File: src/rtl/uart_boot_pkg.sv
// uart_boot_pkg: shared types and constants for the UART boot loader.
package uart_boot_pkg;
    typedef enum logic [2:0] {HDR, DATA, WRITE, DONE, ERROR} state_t;
    typedef logic [1:0] byte_idx_t;
    localparam int LEN_BYTES = 4;
endpackage

File: src/rtl/uart_byte_packer.sv
// uart_byte_packer: packs bytes little-endian into 32-bit words, pulsing word_ready_o on the 4th byte.
module uart_byte_packer
    import uart_boot_pkg::*;
(
    input  logic        clock,
    input  logic        reset,
    input  logic        clear_i,
    input  logic        byte_valid_i,
    input  logic [7:0]  byte_data_i,
    output logic        word_ready_o,
    output logic [31:0] word_o,
    output byte_idx_t   byte_idx_o
);
    logic [23:0] word_q;
    byte_idx_t   idx_q;

    // word_o is the full word including the byte being captured this cycle
    assign word_o       = {byte_data_i, word_q};
    assign word_ready_o = byte_valid_i && idx_q == byte_idx_t'(LEN_BYTES - 1);
    assign byte_idx_o   = idx_q;

    always_ff @(posedge clock or posedge reset) begin
        if (reset) begin
            word_q <= '0;
            idx_q  <= '0;
        end else if (clear_i) begin
            word_q <= '0;
            idx_q  <= '0;
        end else if (byte_valid_i) begin
            word_q <= word_o[31:8];
            idx_q  <= idx_q + 1'b1;
        end
    end
endmodule

File: src/rtl/uart_boot_loader.sv
// uart_boot_loader: parses a length header, packs UART bytes into words, writes them to
// instruction memory and releases the CPU, flagging timeouts, overruns and oversize images.
module uart_boot_loader
    import uart_boot_pkg::*;
#(
    parameter int ADDR_WIDTH     = 12,
    parameter int BASE_ADDR      = 0,
    parameter int MAX_WORDS      = 4096,
    parameter int TIMEOUT_CYCLES = 1200000
) (
    input  logic                  clock,
    input  logic                  reset,
    input  logic [7:0]            rxData,
    input  logic                  rxValid,
    input  logic                  restart,
    output logic [ADDR_WIDTH-1:0] memAddr,
    output logic [31:0]           memWdata,
    output logic                  memWe,
    input  logic                  memAck,
    output logic                  cpuHold,
    output logic                  loadDone,
    output logic                  loadError,
    output logic [ADDR_WIDTH:0]   wordCount
);
    localparam int TW = $clog2(TIMEOUT_CYCLES + 1);

    state_t                state_q, state_d;
    logic                  cpu_hold_q, cpu_hold_d;
    logic                  mem_we_q, mem_we_d;
    logic [ADDR_WIDTH-1:0] mem_addr_q, mem_addr_d;
    logic [31:0]           mem_wdata_q, mem_wdata_d;
    logic                  load_done_q, load_done_d;
    logic                  load_error_q, load_error_d;
    logic [ADDR_WIDTH:0]   word_count_q, word_count_d;
    logic [31:0]           len_q, len_d;
    logic [TW-1:0]         tmo_q, tmo_d;
    logic [7:0]            hold_q, hold_d;
    logic                  hold_valid_q, hold_valid_d;

    logic                  pk_valid, pk_clear, pk_ready;
    logic [7:0]            pk_data;
    logic [31:0]           pk_word;
    byte_idx_t             pk_idx;
    logic                  active, counting, timeout, overrun;
    logic [ADDR_WIDTH:0]   wc_inc;

    // A held byte always starts a fresh word, so it is fed to the packer before any new byte
    assign pk_valid = (state_q == HDR && rxValid) || (state_q == DATA && (hold_valid_q || rxValid));
    assign pk_data  = (state_q == DATA && hold_valid_q) ? hold_q : rxData;
    assign pk_clear = restart && (state_q == DONE || state_q == ERROR);
    assign active   = state_q == HDR || state_q == DATA || state_q == WRITE;
    assign counting = state_q == DATA || state_q == WRITE || (state_q == HDR && pk_idx != '0);
    assign timeout  = active && !rxValid && counting && tmo_q == TW'(TIMEOUT_CYCLES - 1);
    assign wc_inc   = word_count_q + 1'b1;

    uart_byte_packer u_packer (
        .clock        (clock),
        .reset        (reset),
        .clear_i      (pk_clear),
        .byte_valid_i (pk_valid),
        .byte_data_i  (pk_data),
        .word_ready_o (pk_ready),
        .word_o       (pk_word),
        .byte_idx_o   (pk_idx)
    );

    always_comb begin
        state_d      = state_q;
        cpu_hold_d   = cpu_hold_q;
        mem_we_d     = mem_we_q;
        mem_addr_d   = mem_addr_q;
        mem_wdata_d  = mem_wdata_q;
        load_done_d  = load_done_q;
        load_error_d = load_error_q;
        word_count_d = word_count_q;
        len_d        = len_q;
        hold_d       = hold_q;
        hold_valid_d = hold_valid_q;
        overrun      = 1'b0;
        tmo_d        = !active ? tmo_q : rxValid ? '0 : counting ? tmo_q + 1'b1 : tmo_q;
        case (state_q)
            HDR: begin
                if (pk_ready) begin
                    len_d = pk_word;
                    if (pk_word == '0) begin
                        state_d     = DONE;
                        cpu_hold_d  = 1'b0;
                        load_done_d = 1'b1;
                    end else if (pk_word > 32'(MAX_WORDS)) begin
                        state_d      = ERROR;
                        load_error_d = 1'b1;
                    end else begin
                        state_d = DATA;
                    end
                end
            end
            DATA: begin
                if (hold_valid_q) begin
                    hold_valid_d = rxValid;
                    hold_d       = rxData;
                end
                if (pk_ready) begin
                    state_d     = WRITE;
                    mem_we_d    = 1'b1;
                    mem_addr_d  = ADDR_WIDTH'(BASE_ADDR) + word_count_q[ADDR_WIDTH-1:0];
                    mem_wdata_d = pk_word;
                end
            end
            WRITE: begin
                if (memAck && mem_we_q) begin
                    mem_we_d     = 1'b0;
                    word_count_d = wc_inc;
                    if (32'(wc_inc) == len_q) begin
                        state_d     = DONE;
                        cpu_hold_d  = 1'b0;
                        load_done_d = 1'b1;
                    end else begin
                        state_d = DATA;
                    end
                end
                if (rxValid) begin
                    overrun      = hold_valid_q;
                    hold_d       = rxData;
                    hold_valid_d = 1'b1;
                end
            end
            DONE, ERROR: begin
                if (restart) begin
                    state_d      = HDR;
                    cpu_hold_d   = 1'b1;
                    load_done_d  = 1'b0;
                    load_error_d = 1'b0;
                    word_count_d = '0;
                    hold_valid_d = 1'b0;
                    tmo_d        = '0;
                end
            end
            default: state_d = HDR;
        endcase
        if (timeout || overrun) begin
            state_d      = ERROR;
            cpu_hold_d   = 1'b1;
            load_done_d  = 1'b0;
            load_error_d = 1'b1;
            mem_we_d     = 1'b0;
        end
    end

    always_ff @(posedge clock or posedge reset) begin
        if (reset) begin
            state_q      <= HDR;
            cpu_hold_q   <= 1'b1;
            mem_we_q     <= 1'b0;
            mem_addr_q   <= ADDR_WIDTH'(BASE_ADDR);
            mem_wdata_q  <= '0;
            load_done_q  <= 1'b0;
            load_error_q <= 1'b0;
            word_count_q <= '0;
            len_q        <= '0;
            tmo_q        <= '0;
            hold_q       <= '0;
            hold_valid_q <= 1'b0;
        end else begin
            state_q      <= state_d;
            cpu_hold_q   <= cpu_hold_d;
            mem_we_q     <= mem_we_d;
            mem_addr_q   <= mem_addr_d;
            mem_wdata_q  <= mem_wdata_d;
            load_done_q  <= load_done_d;
            load_error_q <= load_error_d;
            word_count_q <= word_count_d;
            len_q        <= len_d;
            tmo_q        <= tmo_d;
            hold_q       <= hold_d;
            hold_valid_q <= hold_valid_d;
        end
    end

    assign memAddr   = mem_addr_q;
    assign memWdata  = mem_wdata_q;
    assign memWe     = mem_we_q;
    assign cpuHold   = cpu_hold_q;
    assign loadDone  = load_done_q;
    assign loadError = load_error_q;
    assign wordCount = word_count_q;
endmodule

File: config.mk
export PLATFORM = sky130hd
export DESIGN_NAME = uart_boot_loader
export DESIGN_NICKNAME = d
export VERILOG_FILES = /design/src/rtl/uart_boot_pkg.sv /design/src/rtl/uart_byte_packer.sv /design/src/rtl/uart_boot_loader.sv
export SDC_FILE = /design/constraint.sdc
export NUM_CORES = 1
export LEC_CHECK = 0
export BUFFER_PORTS_ARGS = -buffer_cell sky130_fd_sc_hd__buf_2
export CAP_MARGIN = 20
export CELL_PAD_IN_SITES_DETAIL_PLACEMENT = 1
export CELL_PAD_IN_SITES_GLOBAL_PLACEMENT = 2
export CORE_MARGIN = 3
export CORE_UTILIZATION = 38
export DETAILED_ROUTE_END_ITERATION = 8
export PLACE_DENSITY = 0.83
export SYNTH_ARGS = -nofsm -noshare
export SYNTH_HDL_FRONTEND = slang
export SYNTH_SLANG_ARGS = --single-unit
export TNS_END_PERCENT = 10
File: constraint.sdc
create_clock -name clock -period 5.3 [get_ports clock]
set_clock_uncertainty 0.1 [all_clocks]
set_input_delay 0.265 -clock clock [delete_from_list [all_inputs] [get_ports clock]]
set_output_delay 0.265 -clock clock [all_outputs]
set_load 0.02 [all_outputs]
==> run metrics, run 1 <==
# fillers 1998; H-tree Lvls 4; Net Switching 1.56 mW; initial antenna violation count 0; Logic pwr share 0.272; Mapped Cells ~660; initial core utilization 0.390; fin crit period roughly 3.6 ns; Area contributors post-synth dfrtp_1 (54%), mux2_2 (10%), nand2_1 (4.4%); critical path peak fanout 36; share of layout cells above drive strength 1 0.253; Die W approximately 140 µm; Post-CTS Setup Bufs 0; Yosys reg bits around 150; port bufs 73; drt wl/cell 18.7 µm; Seq pwr share 0.444; Ys Warns 0; Critical Path RT between 5 and 6 ns; Worst-Skew Late Latency ~0.43 ns; CTS tree built; Final setup viols 0; Clock transition at path regs 0.07 ns; top cell type's share of synthesized area 0.536; CTS Sinks roughly 150; DPL Wire Length about 13 mm; Slew Viols, Final 0; most frequent cells after synthesis dfrtp_1 (151), nand2_1 (82), mux2_2 (65), nor2_1 (57), o21ai_0 (49); Cell Rows approximately 50; GR Overflow Total 0; largest area contributor in the netlist dfrtp_1; largest net degree at the start of global routing roughly 100; Net Count, Synth slightly below 700; path type of the worst min-delay path input port to flip-flop; RSZ-0062 raised after global routing no; post-synth cell types between 50 and 60; vias post-DR 5297; Core Region 18100 µm²; number of global-route vias before repair approximately 5700; Root Driver clkbuf_16; top-count cell post-synth dfrtp_1; CP arrival between 3 and 4 ns; Detailed Route Iter0 Violations 325; LEAKAGE between 3 and 4 nW; Post-Syn Area between 7000 and 8000 µm²; Worst-Margin Slew 1.04 ns; CTS buffer count 17; Sw Share 0.373; number of synthesized flops with an enable pin 0; IO Count 74; sequential cell area fraction in the yosys report 0.540; Die Y between 100 and 150 µm; DIE AREA about 20000 µm²; Fin. Hold Viols 0; Pint 2.61 mW; maximum clock path buffer count 2; Post-synth ARST share 1.00; status finished clean; global-route wire length before repair ~30 mm; Syn-to-layout area delta 17.1%; Power Density 505 nW/µm²; # diodes 0; First-pass DRT Iterations 4; routability congestion estimate between 0.8 and 0.9; Max VDD drop roughly 0.30 mV; reg-to-reg slack, setup roughly 1.7 ns; DR vias/cell 5.41; antenna viol nets, final 0; DR DRC count 0; TNS Setup 0 ns; Mean Syn Cell Area 10.6 µm²; predominant post-synthesis flop cell dfrtp_1; Worst Setup End Kind flip-flop; final setup margin 1.73 ns; Rel. slew slack 0.306; Final #Nets around 760; startpoint type of the worst setup path flip-flop; max cap viols 0; Total Routing Usage GR 0.186; Fmax 0.280 GHz; Routed WL 18.3 mm; pre-CTS setup slack between 1.5 and 2 ns; crit path kind flip-flop to flip-flop; Final period util 0.673; Clock power frac 0.283
-- cell usage in the layout (no fill, tap or decap), types with 4 or more instances in the layout --
cell type      count
a21oi_1           45
and2_1             4
and3_1            11
buf_2             74
buf_4              8
clkbuf_16         17
clkinvlp_4         4
dfrtp_1          151
dlygate4sd3_1      5
ha_1               4
inv_1             11
inv_6              6
mux2_2            65
mux2i_1           10
nand2_1           82
nand3_1           16
nand4_1           12
nor2_1            56
nor3_1             4
nor4_1            13
o21ai_0           48
o31ai_1            9
xnor2_1           19
xor2_1            17
-- power by group through the flow --
stage | registers, mW | clock network, mW | logic (mW)
5_1_grt | 1.90 | 1.26 | 1.28
4_1_cts | 1.85 | 1.20 | 1.14
3_5_place_dp | 1.87 | 0 | 1.13
3_3_place_gp | 1.85 | 0 | 1.07
2_1_floorplan | 1.77 | 0 | 0.812
6_report | 1.85 | 1.18 | 1.13
-- sequential cells by signal (all words and copies together) (netlist names) --
name and cells:
len_q 32, cpuHold 1, tmo_q 21, hold_q 8, memAddr 12, wordCount 13, memWe 1, memWdata 32
state_q 3, loadDone 1, u_packer.byte_idx_o 2, hold_valid_q 1, loadError 1, u_packer.word_q 24
-- through the flow --
stage	std cells	hold slack, ns	utilization	total power, mW	area, µm²
6_report	980	0.0220	0.456	4.17	8250
5_1_grt	980	0.0137	0.456	4.45	8250
4_1_cts	978	0.00507	0.455	4.20	8240
3_5_place_dp	941	0.371	0.421	3.00	7620
3_3_place_gp	941	0.364	0.421	2.92	7620
2_1_floorplan	664	0.317	-	2.58	7050
-- final cells by class --
cell class / count / area [µm²] / area share
Timing Repair Buffer: 87 / 480 / 0.0582
Inverter: 12 / 50.0 / 0.00607
Clock inverter: 14 / 140 / 0.0170
Tap cell: 229 / 287 / 0.0347
Clock buffer: 18 / 429 / 0.0520
Sequential cell: 152 / 3800 / 0.461
Multi-Input combinational cell: 468 / 3060 / 0.371
-- logic make-up after synthesis --
logic type | share of synthesized area
AOI/OAI and AO/OA | 0.108
DFF | 0.540
xor gates and xnor gates | 0.0479
buffers and inverters | 0.0263
adders and majority gates | 0.00710
and+or+nand+nor | 0.152
muxes | 0.118
-- final timing paths --
| kind | end | depth (start not counted) | from |
|---|---|---|---|
| worst min register to register | memWdata[31] | 2 | memWdata[31] |
| worst min-delay path | hold_q[4] | 2 | rxData[4] |
| worst max-delay path | state_q[1] | 7 | state_q[0] |
| min in group asynchronous | tmo_q[15] | 3 | reset |
| max in group asynchronous | hold_q[2] | 4 | reset |
| worst max register to register | state_q[1] | 7 | state_q[0] |
-- worst max-delay path, cell delays in order, from the launching register on --
cell and delay [ns]:
dfrtp_1 0.73, and4bb_2 0.58, a21o_1 0.83, nand2_1 0.13
a31oi_1 0.35, o21ai_2 0.14, or4_1 0.49, a21oi_1 0.15
-- what timing repair did --
item,in CTS,in global routing
hold buffers,5,0
gates resized for setup,0,0
hold endpoints to repair,103,0
-- per-layer routing --
| metal | up-vias | part of all wire | routed length, µm | track usage |
|---|---|---|---|---|
| li1 | 2494 | - | - | - |
| met1 | 2684 | 0.46 | 8400 | 0.252 |
| met2 | 101 | 0.49 | 8970 | 0.304 |
| met3 | 18 | 0.039 | 719 | 0.0407 |
| met4 | 0 | 0.011 | 207 | 0.0525 |
| met5 | - | 0 | 0 | 0 |
No activity file was read; power rests on OpenSTA's default activity.
==> run 2: changes to the inputs <==
ABC_AREA = 1   (was default)
CORE_UTILIZATION = 36   (was 38)
PLACE_DENSITY = 0.84   (was 0.83)
clock period = 3.3 ns   (was 5.3 ns; I/O delays follow)
==> run metrics, run 2 <==
Crit-path slowest cell dfrtp_1; crit path kind flip-flop to flip-flop; Root Driver clkbuf_16; LEAKAGE 4.10 nW (+6.5%); register area 3800 µm² (unchanged); Worst Path Buf+Inv 2 (+2); Ys Warns 0 (unchanged); hold depth 4 (+2); Syn-to-layout area delta 20.4%; Fmax 0.392 GHz (+40%); most frequent cells after synthesis nand2_1 (208), dfrtp_1 (151), inv_1 (96), o21ai_0 (94), nor2_1 (63); Cell Rows 50 (+2.0%); vias post-DR 5812 (+9.7%); Critical Path RT 3.53 ns (-2.02 ns); Post-synth ARST share 1.00 (unchanged); share of layout cells above drive strength 1 0.163 (-0.0903); DR vias/cell 4.89 (-9.5%); GRT met1 Usage 0.262 (+0.00986); startpoint type of the worst setup path flip-flop; CTS buffer count 17 (unchanged); DR DRC count 0 (unchanged); number of synthesized flops with an enable pin 0 (unchanged); IO Count 74 (unchanged); Clock transition at path regs 0.06 ns (about the same); met3 usage 0.0300 (-0.0107); Rel. slew slack 0.414 (+0.108); Final #Nets 932 (+23%); met2 usage 0.308 (+0.00392); Die W 145 µm (+2.2%); hold endpoint tmo_q[1]; RSZ-0062 raised after global routing no; Final setup viols 0 (unchanged); number of global-route vias before repair 6052 (+7.0%); Detailed Route Iter0 Violations 279 (-14%); global-route wire length before repair 32.2 mm (+8.1%); Core Region 18900 µm² (+4.5%); Max VDD drop 0.420 mV (+42%); Mapped Cells 823 (+24%); Crit path max-delay family simple AND/OR/NAND/NOR gates; top-count cell post-synth nand2_1; status finished clean; initial core utilization 0.370 (-0.0198); Hold Startpoint rxValid; Yosys reg bits 152 (unchanged); DIE AREA 21100 µm² (+4.5%); max cap viols 0 (unchanged); CTS Sinks 152 (unchanged); CTS resizes 0 (unchanged); CP peak stage delay 0.47 ns (-0.36 ns); Worst R2R End memWdata[11]; sequential cell area fraction in the yosys report 0.545 (+0.00464); CTS tree built; cell area after layout 8410 µm² (+1.9%); cell-by-cell trace of the critical path nor2_4 > nand3_2 > o21ai_2 > nand2_2 > nor2_1 > inv_2 > buf_12 > o21ai_0; # diodes 0 (unchanged); post-synth cell types 41 (-28%); final hold slack 0.0580 ns (+0.0360 ns); commonest non-fill, non-tap cell in the layout nand2_1; port bufs 73 (unchanged); Worst-Skew Late Latency 0.42 ns (about the same); Power Density 695 nW/µm² (+38%); drt wl/cell 16.0 µm (-14%); Area contributors post-synth dfrtp_1 (54%), nand2_1 (11%), o21ai_0 (6.7%); dpl cell area 7710 µm² (+1.2%); initial antenna violation count 0 (unchanged); CP arrival 2.78 ns (-1.04 ns); busiest grt layer met2; most frequent cells in the layout nand2_1 (208), dfrtp_1 (151), inv_1 (95); reg2reg path depth 8 (+1); Routed WL 19.0 mm (+3.9%); Final period util 0.773 (+0.0997); Slew Viols, Final 0 (unchanged); H-tree Lvls 4 (unchanged); Worst Setup End Kind flip-flop; maximum clock path buffer count 2 (unchanged); critical path peak fanout 45 (+25%); Net Count, Synth 840 (+23%); top cell type's share of synthesized area 0.541 (+0.00461); largest area contributor in the netlist dfrtp_1; routability congestion estimate 0.788 (-2.6%); DPL Wire Length 13.7 mm (+6.2%); Worst-Margin Slew 0.879 ns (-0.162 ns); area of the multi-input gates 2690 µm² (-12%); largest net degree at the start of global routing 46 (-55%); First-pass DRT Iterations 4 (unchanged); TNS Setup 0 ns (unchanged); fin crit period 2.55 ns (-1.02 ns); final setup margin 0.750 ns (-0.983 ns); Post-Syn Area 6990 µm² (-0.85%); antenna viol nets, final 0 (unchanged); # fillers 2291 (+15%); Die Y 145 µm (+2.2%); FF-to-FF Start state_q[1]; GR Overflow Total 0 (unchanged); pre-CTS setup slack 0.720 ns (-1.04 ns); Fin. Hold Viols 0 (unchanged); path type of the worst min-delay path input port to flip-flop; reg-to-reg slack, setup 0.75 ns (-0.98 ns); predominant post-synthesis flop cell dfrtp_1; Total Routing Usage GR 0.188 (+0.00194); Mean Syn Cell Area 8.49 µm² (-20%)
-- run 2: power breakdown --
part	internal, mW	switching (mW)	leakage [nW]
clock network	1.16	0.771	0.284
logic	0.465	0.975	1.78
registers	2.23	0.245	2.04
-- run 2: layout make-up --
cell class / instances / area share
clock buffer: 22 / 0.0552
multi-input combinational: 545 / 0.320
inverter: 103 / 0.0467
sequential: 152 / 0.453
timing repair buffer: 96 / 0.0726
tap: 260 / 0.0387
clock inverter: 10 / 0.0144
-- run 2: how the worst max path moves through the flow --
stage	startpoint	endpoint	cells after the start
6_report	state_q[1]	memWdata[11]	8
5_1_grt	state_q[1]	memWdata[28]	9
4_1_cts	state_q[1]	memWdata[27]	9
3_5_place_dp	state_q[1]	memWdata[28]	9
3_3_place_gp	state_q[1]	memWdata[26]	9
2_1_floorplan	reset	hold_q[0]	1
-- run 2: kinds of logic after synthesis --
logic type | after synthesis | synth area share
simple gates | 363 | 0.231
xor+xnor | 16 | 0.0201
flops | 152 | 0.545
fa+ha+maj | 4 | 0.00716
buf+inv | 126 | 0.0704
compound gates | 162 | 0.126
-- run 2: per-layer routing --
metal	wire length (µm)	up-vias
li1	-	2887
met1	9090	2814
met2	9140	98
met3	593	13
met4	198	0
met5	0	-
-- run 2: tightest hold or removal path, stage by stage --
cell	delay [ns]
buf_2	0.18
nor2_8	0.06
nand2_1	0.05
a21boi_0	0.07
-- run 2: timing repair --
item,in CTS,in global routing
setup endpoints to repair,0,0
hold buffers,9,0
hold endpoints to repair,46,0
setup buffers,0,0
-- run 2: through the flow --
step | power, mW | util | instances
final | 5.85 | 0.445 | 1188
after global routing | 6.24 | 0.445 | 1188
after CTS | 5.92 | 0.444 | 1187
after detailed placement | 3.95 | 0.408 | 1146
after global placement | 3.91 | 0.408 | 1146
after floorplan | 3.45 | - | 823
==> run 3: changes to the inputs <==
clock period = 2.5 ns   (was 3.3 ns; I/O delays follow)
==> run metrics, run 3 (synthesis gave the netlist of run 2 again) <==
DR DRC count 0 (unchanged); maximum clock path buffer count 2 (unchanged); reg-to-reg slack, setup 0.18 ns (-0.57 ns); Critical Path RT 2.74 ns (-0.79 ns); DPL Wire Length 14.1 mm (+2.5%); most frequent cells in the layout nand2_1 (208), dfrtp_1 (148), inv_1 (95); Fmax 0.432 GHz (+10%); cell-by-cell trace of the critical path nor2_4 > nand2_1 > nand2_1 > inv_2 > nand2_4 > inv_4 > nor2_8 > nand2_4 > nand3_2 > nand2_2 > nor2_2 > nand2_1 > nor2_1 > nand2_1 > o21ai_1; critical path peak fanout 7 (-84%); routability congestion estimate 0.867 (+10%); drt wl/cell 16.2 µm (+0.89%); CTS buffer count 17 (unchanged); path type of the worst min-delay path input port to flip-flop; Routed WL 19.3 mm (+1.7%); final hold slack 0.0800 ns (+0.0220 ns); Worst Setup End Kind flip-flop; CP peak stage delay 0.48 ns (about the same); # fillers 2293 (+0.087%); H-tree Lvls 4 (unchanged); Syn-to-layout area delta 21.5%; fin cells 1197 (+0.76%); Rel. slew slack 0.425 (+0.0109); crit path to state_q[0]; First-pass DRT Iterations 4 (unchanged); cell area after layout 8490 µm² (+0.92%); Setup crit start state_q[1]; Die W 145 µm (unchanged); Final setup viols 0 (unchanged); Core Region 18900 µm² (unchanged); Worst R2R End state_q[0]; pre-CTS setup slack 0.0780 ns (-0.642 ns); Max VDD drop 0.537 mV (+28%); RSZ-0062 raised after global routing yes; Slew Viols, Final 0 (unchanged); Power Density 915 nW/µm² (+32%); Detailed Route Iter0 Violations 310 (+11%); Cell Rows 50 (unchanged); GR Overflow Total 0 (unchanged); max cap viols 0 (unchanged); Root Driver clkbuf_16; Die Y 145 µm (unchanged); port bufs 73 (unchanged); reg2reg path depth 15 (+7); final setup margin 0.183 ns (-0.567 ns); Worst-Skew Late Latency 0.43 ns (about the same); crit path kind flip-flop to flip-flop; Final period util 0.927 (+0.154); Crit-path slowest cell dfrtp_2; CP arrival 2.56 ns (-0.22 ns); placed cells 1153 (+0.61%); FF-to-FF Start state_q[1]; CTS tree built; dpl cell area 7760 µm² (+0.68%); IO Count 74 (unchanged); share of layout cells above drive strength 1 0.180 (+0.0176); DR vias/cell 4.90 (+0.26%); DIE AREA 21100 µm² (unchanged); # diodes 0 (unchanged); Worst-Margin Slew 0.862 ns (-0.0164 ns); most used cell, CP nand2_1; status finished clean; fin crit period 2.32 ns (-0.233 ns); initial antenna violation count 0 (unchanged); Fin. Hold Viols 0 (unchanged); global-route wire length before repair 32.7 mm (+1.6%); Final #Nets 941 (+0.97%); CTS Sinks 152 (unchanged); Tot Pwr 7.76 mW (+33%); largest net degree at the start of global routing 62 (+35%); LEAKAGE 4.13 nW (+0.71%); number of global-route vias before repair 6276 (+3.7%); Total Routing Usage GR 0.191 (+0.00227); Clock transition at path regs 0.07 ns (about the same); antenna viol nets, final 0 (unchanged); initial core utilization 0.370 (unchanged); commonest non-fill, non-tap cell in the layout nand2_1; startpoint type of the worst setup path flip-flop; vias post-DR 5871 (+1.0%)
## run 3: cell count changes in the layout (fill, tap and decap cells not counted), sizes merged
cell,change
clkinv,-3
clkinvlp,+2
inv,+6
dlygate4sd3,+1
clkbuf,-4
bufinv,-1
buf,+8
## run 3: layer usage
layer,part of all wire,up-vias,global-route usage
li1,-,2886,-
met1,0.48,2880,0.260
met3,0.026,20,0.0319
met5,0,-,0
met4,0.015,0,0.0579
met2,0.48,85,0.314
## run 3: repair_timing
action | 4_1_cts | 5_1_grt
endpoints found under the setup margin | 0 | 56
buffers inserted | 0 | 2
hold endpoints to repair | 34 | 0
hold buffers | 10 | 0
gates resized for setup | 0 | 11
## run 3: layout make-up
type                            count  area (µm²)  area share
Timing Repair Buffer              105         668      0.0787
Multi-Input combinational cell    545        2710       0.320
Clock inverter                     14         138      0.0162
Clock buffer                       18         439      0.0518
Sequential cell                   152        3810       0.449
Tap cell                          260         325      0.0383
Inverter                          103         395      0.0466
## run 3: through the flow
stage,setup TNS (ns),utilization
2_1_floorplan,0,-
3_3_place_gp,0,0.411
3_5_place_dp,0,0.411
4_1_cts,0,0.447
5_1_grt,-0.00523,0.449
6_report,0,0.449
## run 3: where the power goes
group | internal (mW) | switching, mW
registers | 2.95 | 0.337
logic | 0.649 | 1.30
clock network | 1.42 | 1.11
## run 3: how the worst min path moves through the flow
stage / cells past startpoint / endpoint / startpoint
after CTS: 3 / tmo_q[1] / restart
final: 4 / tmo_q[0] / restart
after global placement: 2 / memWdata[27] / reset
after detailed placement: 2 / memWdata[27] / reset
after global routing: 3 / tmo_q[1] / restart
after floorplan: 2 / hold_q[0] / rxData[0]
## run 3: critical path, delay by kind of cell (launching register included)
family          cells  cell delay (ns)
compound gates      1             0.10
simple gates       12             1.43
flops               1             0.48
buf+inv             2             0.13
